## src/rtl/cpu_pkg.sv

```systemverilog
// cpu_pkg: definitions shared across the pipelined MIPS core.
//   - if_state_t : fetch-stage sequencer states
//   - RESET_PC, NOP_INSTR, PC_STEP : fetch defaults
//   - OP_* : primary opcodes, instr[31:26], decoded by the control unit
package cpu_pkg;

    typedef enum logic [1:0] {
        START = 2'd0,
        FETCH = 2'd1,
        HOLD  = 2'd2,
        DRAIN = 2'd3
    } if_state_t;

    localparam logic [31:0] RESET_PC  = 32'h0000_0000;
    localparam logic [31:0] NOP_INSTR = 32'hFC00_0000;
    localparam logic [31:0] PC_STEP   = 32'd4;

    localparam logic [5:0] OP_NOP   = 6'b111111;
    localparam logic [5:0] OP_RTYPE = 6'b000000;
    localparam logic [5:0] OP_LW    = 6'b100011;
    localparam logic [5:0] OP_SW    = 6'b101011;
    localparam logic [5:0] OP_BEQ   = 6'b000100;
    localparam logic [5:0] OP_ADDI  = 6'b001000;

    // Clear the byte-offset bits so a fetch address is always word aligned.
    function automatic logic [31:0] word_align(input logic [31:0] addr);
        return addr & ~32'h3;
    endfunction

endpackage

```

## src/rtl/if_id_reg.sv

```systemverilog
// if_id_reg: pipeline stage register holding {instr, pc_plus4, valid}.
// Flush has priority over load; with neither asserted the contents hold.
// Ports:
//   clk, reset_n         clock, async active-low reset
//   i_load               capture i_instr / i_pc_plus4 and mark valid
//   i_flush              replace contents with the bubble word, valid=0
//   i_instr, i_pc_plus4  incoming instruction and its PC+4
//   o_instr, o_pc_plus4, o_valid  registered stage contents
module if_id_reg
    import cpu_pkg::*;
#(
    parameter logic [31:0] FLUSH_INSTR = NOP_INSTR
) (
    input  logic        clk,
    input  logic        reset_n,
    input  logic        i_load,
    input  logic        i_flush,
    input  logic [31:0] i_instr,
    input  logic [31:0] i_pc_plus4,
    output logic [31:0] o_instr,
    output logic [31:0] o_pc_plus4,
    output logic        o_valid
);

    logic [31:0] r_instr;
    logic [31:0] r_pc_plus4;
    logic        r_valid;

    always_ff @(posedge clk or negedge reset_n) begin
        if (!reset_n) begin
            r_instr    <= FLUSH_INSTR;
            r_pc_plus4 <= 32'h0;
            r_valid    <= 1'b0;
        end else if (i_flush) begin
            r_instr    <= FLUSH_INSTR;
            r_pc_plus4 <= 32'h0;
            r_valid    <= 1'b0;
        end else if (i_load) begin
            r_instr    <= i_instr;
            r_pc_plus4 <= i_pc_plus4;
            r_valid    <= 1'b1;
        end
    end

    assign o_instr    = r_instr;
    assign o_pc_plus4 = r_pc_plus4;
    assign o_valid    = r_valid;

endmodule

```

## src/rtl/if_stage.sv

```systemverilog
// if_stage: instruction fetch plus IF/ID register.
// Owns the PC, runs a req/ack handshake with instruction memory, honours
// hazard stalls and branch redirects, and feeds decode.
// Optional build macro IF_PERF_CNT_EN adds perf_fetched / perf_stall_cycles.
// Ports:
//   clk, reset_n                   clock, async active-low reset
//   stall                          hold IF/ID and PC
//   branch_taken, branch_target    one-cycle redirect request and address
//   imem_req, imem_addr            registered fetch request / address
//   imem_ack, imem_rdata           data-valid pulse and instruction word
//   if_id_instr, if_id_pc_plus4, if_id_valid   decode-stage inputs
//   perf_fetched, perf_stall_cycles (IF_PERF_CNT_EN only) saturating counters
//
// state | meaning
// START | after reset, no request yet
// FETCH | request outstanding at imem_addr = pc
// HOLD  | word buffered during a stall, no request
// DRAIN | redirect seen mid-request; wait for the ack, drop it, then jump
module if_stage #(
    parameter logic [31:0] RESET_PC  = cpu_pkg::RESET_PC,
    parameter logic [31:0] NOP_INSTR = cpu_pkg::NOP_INSTR,
    parameter logic [31:0] PC_STEP   = cpu_pkg::PC_STEP
) (
    input  logic        clk,
    input  logic        reset_n,
    input  logic        stall,
    input  logic        branch_taken,
    input  logic [31:0] branch_target,
    output logic        imem_req,
    output logic [31:0] imem_addr,
    input  logic        imem_ack,
    input  logic [31:0] imem_rdata,
    output logic [31:0] if_id_instr,
    output logic [31:0] if_id_pc_plus4,
    output logic        if_id_valid
`ifdef IF_PERF_CNT_EN
   ,output logic [31:0] perf_fetched,
    output logic [31:0] perf_stall_cycles
`endif
);

    import cpu_pkg::*;

    if_state_t   r_state, w_state_nxt;
    logic [31:0] r_pc, w_pc_nxt;
    logic [31:0] r_buf, w_buf_nxt;
    logic [31:0] r_target, w_target_nxt;
    logic        r_req;
    logic        w_ack;
    logic        w_load;
    logic        w_flush;
    logic [31:0] w_load_instr;
    logic [31:0] w_pc_plus4;
    logic [31:0] w_tgt;

    // An ack only counts while a request is actually outstanding.
    assign w_ack      = imem_ack & r_req;
    assign w_pc_plus4 = r_pc + PC_STEP;
    assign w_tgt      = word_align(branch_target);

    always_comb begin
        w_state_nxt  = r_state;
        w_pc_nxt     = r_pc;
        w_buf_nxt    = r_buf;
        w_target_nxt = r_target;
        w_load       = 1'b0;
        w_flush      = 1'b0;
        w_load_instr = imem_rdata;
        case (r_state)
            START: begin
                w_state_nxt = FETCH;
                if (branch_taken) begin
                    w_flush  = 1'b1;
                    w_pc_nxt = w_tgt;
                end
            end
            FETCH: begin
                if (branch_taken) begin
                    w_flush = 1'b1;
                    if (w_ack) begin
                        w_pc_nxt = w_tgt;
                    end else begin
                        // Request is in flight: address must not move.
                        w_target_nxt = w_tgt;
                        w_state_nxt  = DRAIN;
                    end
                end else if (w_ack && !stall) begin
                    w_load   = 1'b1;
                    w_pc_nxt = w_pc_plus4;
                end else if (w_ack) begin
                    w_buf_nxt   = imem_rdata;
                    w_state_nxt = HOLD;
                end
            end
            HOLD: begin
                if (branch_taken) begin
                    w_flush     = 1'b1;
                    w_pc_nxt    = w_tgt;
                    w_state_nxt = FETCH;
                end else if (!stall) begin
                    w_load       = 1'b1;
                    w_load_instr = r_buf;
                    w_pc_nxt     = w_pc_plus4;
                    w_state_nxt  = FETCH;
                end
            end
            DRAIN: begin
                if (branch_taken) begin
                    w_flush      = 1'b1;
                    w_target_nxt = w_tgt;
                end
                if (w_ack) begin
                    // Latest redirect wins, including one arriving with the ack.
                    w_pc_nxt    = branch_taken ? w_tgt : r_target;
                    w_state_nxt = FETCH;
                end
            end
            default: w_state_nxt = START;
        endcase
        if (w_flush) begin
            w_buf_nxt = NOP_INSTR;
        end
    end

    always_ff @(posedge clk or negedge reset_n) begin
        if (!reset_n) begin
            r_state  <= START;
            r_pc     <= RESET_PC;
            r_buf    <= NOP_INSTR;
            r_target <= RESET_PC;
            r_req    <= 1'b0;
        end else begin
            r_state  <= w_state_nxt;
            r_pc     <= w_pc_nxt;
            r_buf    <= w_buf_nxt;
            r_target <= w_target_nxt;
            r_req    <= (w_state_nxt == FETCH) || (w_state_nxt == DRAIN);
        end
    end

    // The PC only advances on an ack or from HOLD/START, so driving the
    // address straight from it keeps it stable while a request is pending.
    assign imem_req  = r_req;
    assign imem_addr = r_pc;

    if_id_reg #(
        .FLUSH_INSTR(NOP_INSTR)
    ) u_if_id_reg (
        .clk       (clk),
        .reset_n   (reset_n),
        .i_load    (w_load),
        .i_flush   (w_flush),
        .i_instr   (w_load_instr),
        .i_pc_plus4(w_pc_plus4),
        .o_instr   (if_id_instr),
        .o_pc_plus4(if_id_pc_plus4),
        .o_valid   (if_id_valid)
    );

`ifdef IF_PERF_CNT_EN
    logic [31:0] r_perf_fetched;
    logic [31:0] r_perf_stall;

    always_ff @(posedge clk or negedge reset_n) begin
        if (!reset_n) begin
            r_perf_fetched <= 32'h0;
            r_perf_stall   <= 32'h0;
        end else begin
            if (w_load && (r_perf_fetched != 32'hFFFF_FFFF)) begin
                r_perf_fetched <= r_perf_fetched + 32'd1;
            end
            if (stall && (r_perf_stall != 32'hFFFF_FFFF)) begin
                r_perf_stall <= r_perf_stall + 32'd1;
            end
        end
    end

    assign perf_fetched      = r_perf_fetched;
    assign perf_stall_cycles = r_perf_stall;
`endif

endmodule

```

## config.mk

```make
export PLATFORM = sky130hd
export DESIGN_NAME = if_stage
export DESIGN_NICKNAME = d
export VERILOG_FILES = /design/src/rtl/cpu_pkg.sv /design/src/rtl/if_id_reg.sv /design/src/rtl/if_stage.sv
export SDC_FILE = /design/constraint.sdc
export NUM_CORES = 1
export LEC_CHECK = 0
export CAP_MARGIN = 20
export CELL_PAD_IN_SITES_DETAIL_PLACEMENT = 0
export CELL_PAD_IN_SITES_GLOBAL_PLACEMENT = 2
export CORE_ASPECT_RATIO = 1.4
export CORE_MARGIN = 2
export CORE_UTILIZATION = 35
export CTS_CLUSTER_SIZE = 20
export DETAILED_ROUTE_END_ITERATION = 12
export PLACE_DENSITY = 0.85
export SETUP_SLACK_MARGIN = 0.02
export SYNTH_ARGS = -nofsm -noshare
export SYNTH_HDL_FRONTEND = slang
export SYNTH_SLANG_ARGS = --single-unit
export TNS_END_PERCENT = 10
```

## constraint.sdc

```tcl
create_clock -name clk -period 5.7 [get_ports clk]
set_clock_uncertainty 0.1 [all_clocks]
set_input_delay 1.14 -clock clk [delete_from_list [all_inputs] [get_ports clk]]
set_output_delay 1.14 -clock clk [all_outputs]
set_load 0.005 [all_outputs]
```

==> metrics <==
post-CTS setup repair buffer count 0; FMAX around 280 MHz; area grow syn2layout 30.11%; CTS tree done; final net count 989; Fillers approximately 2300; area of the multi-input gates 3771 µm²; setup TNS 0 ns; initial cell density of the core 35.35%; number of global-route vias before repair 6749; Final setup viols 0; # IOs 167; critical path class primary input to register; DP Area between 10000 and 15000 µm²; RSZ-0062 raised after global routing false; Synth Instances 774; Inserted Diodes 0; RR Startpoint imem_req; Synth cell types 67; net count after synthesis 849; worst hold margin 0.3776 ns; Seq/Total Area, Yosys 50.09%; slowest cell delay on critical path between 0.7 and 0.8 ns; Via density 5.479; critical path arrival 3.78 ns; initial DRC count around 540; top cells by area, synth dfrtp_1 (46%), o21ai_0 (4.6%), a22o_1 (4.3%); crit end category register; CP Launch Type primary input; peak supply drop 0.0002530 V; WL/cell 20.14 µm; setup slack after layout 2.152 ns; PwrDens about 460 nW/µm²; CP cell instances clkdlybuf4s50_1, nor2b_1, a221o_1, a21o_1, buf_4, o21ai_0, o31ai_1; status finished, final reports clean; DRT Pass-1 Iters 5; IO Port Bufs 164; Reg2Reg Depth 7; required time worst endpoint 5.93 ns; Root Buffer clkbuf_16; fin crit share between 60% and 70%; relative slew slack between 30% and 40%; post-DP HPWL 17.02 mm; static leakage 0.004472 µW; Hold Path Class register to register; Fin. Hold Viols 0; post-route ant nets 0; worst setup path startpoint stall; Vias 6755; Post-synth EDFFs 0; hold buffers post-CTS 0; crit path max fanout 26; H-tree depth 4; Slew Limit Fails 0; Post-synth top cells dfrtp_1 (151), o21ai_0 (75), nand2_1 (61); final instance area 10630 µm²; crit path capture imem_addr[9]; share of cells above drive strength 1 12.51%; pre-CTS WS 1.705 ns; Clock Path Buffers 2; clock buffer count from CTS 17; Reg2Reg Capture Point imem_addr[9]; Final Critical Period 3.548 ns; synth warn 0; post-synthesis cell area approximately 8000 µm²; die width ~130 µm; most frequent cell after synthesis dfrtp_1; antenna violations before repair 0; DRC violations left 0; Reg clk slew, reported paths ~0.070 ns; share of the synthesized area in the top cell type between 40% and 50%; first-pass GRT wire length roughly 40 mm; Overall Global Routing Usage 20.49%; largest net degree at the start of global routing 88; Synth Area per Inst 10.56 µm²; CP Buf/Inv Count 2; Worst-Margin Slew 1.023 ns; Final Routed Wirelength 24.83 mm; delay-heaviest family, CP compound AO/OA/AOI/OAI gates; Die Y about 180 µm; # clock sinks 163; FF-to-FF setup slack 2.55 ns; hold_sp u_if_id_reg.o_instr[21]; FF+latch area around 4100 µm²; post-CTS sizing 0; register bit count reported by yosys 163; GP Congestion 0.8127; ys flop type dfrtp_1; die area 24610 µm²; Async SR Flop Fraction 100.0%; CORE AREA 23120 µm²; worst skew pair latency ~0.43 ns; slowest stage cell, crit path clkdlybuf4s50_1; # rows 66; Synth area leader dfrtp_1; maxcap violations 0; global route overflow 0; Critical Path Stages 7
==> cell families after synthesis <==
| logic type | count (synthesis) | synth area share [%] |
|---|---|---|
| muxes | 63 | 8.175 |
| xor gates and xnor gates | 24 | 2.572 |
| and+or+nand+nor | 203 | 12.68 |
| DFF | 163 | 50.09 |
| buffers and inverters | 71 | 4.026 |
| AOI/OAI and AO/OA | 244 | 21.54 |
| adders and majority gates | 6 | 0.9185 |
==> where the power goes <==
group          total (µW)  switching [µW]  internal, µW
Combinational        2010            1040           970
Sequential           1810             330          1480
Clock                1100             500           600
==> per-stage QoR <==
step                util (%)  total power (µW)  cells
detailed placement     43.44              3842   1200
global route           45.99              5249   1233
CTS                    45.87              4966   1232
global placement       43.44              3813   1200
floorplan                  -              2982    774
finish                 45.99              4922   1233
==> tightest hold or removal path: cells and delay by family (launching register included) <==
family,cells,cell delay (ns)
DFF,1,0.34
and+or+nand+nor,1,0.04
AOI/OAI and AO/OA,1,0.06
==> state kept, by name, indices dropped and copies added (netlist names) <==
register and cells:
u_if_id_reg.o_instr 32, r_target 32, u_if_id_reg.o_pc_plus4 32, u_if_id_reg.o_valid 1, r_state 1, imem_req 1
r_buf 32, imem_addr 32
==> layout make-up <==
class	instances	area share (%)
flip-flops and latches	163	38.50
repair buffers	180	16.72
well taps	306	3.600
inverters	12	0.4236
multi-input cells	540	35.46
clock inverters	12	0.9060
clock buffers	20	4.389
==> placed cells by master, fill, tap and decap left out, types with 9 or more instances in the layout <==
master,instances
clkbuf_16,17
nand4_1,9
xnor2_1,20
mux2i_1,33
clkdlybuf4s50_1,162
a32o_1,12
nor2_1,49
mux2_2,30
a31oi_1,9
inv_1,11
o21ai_0,75
a21oi_1,16
a211oi_1,17
nand2_1,61
dfstp_2,12
buf_4,15
a22o_1,40
nor3_1,20
nand3_1,13
dfrtp_1,151
==> worst min-delay path by stage <==
stage                              end  slack (ns)  cells past startpoint
2_1_floorplan              r_target[0]        0.36                      1
3_3_place_gp   u_if_id_reg.o_instr[16]        0.36                      2
3_5_place_dp   u_if_id_reg.o_instr[21]        0.37                      2
4_1_cts        u_if_id_reg.o_instr[21]        0.38                      2
5_1_grt         u_if_id_reg.o_instr[2]        0.40                      2
6_report       u_if_id_reg.o_instr[21]        0.38                      2
==> routing by layer <==
layer | global-route usage, % | wire [µm] | vias up
li1 | - | - | 3185
met1 | 26.98 | 10990 | 3365
met2 | 35.13 | 12480 | 182
met3 | 3.175 | 963 | 23
met4 | 5.745 | 395 | 0
met5 | 0 | 0 | -
(Power assumes the default switching activity.)
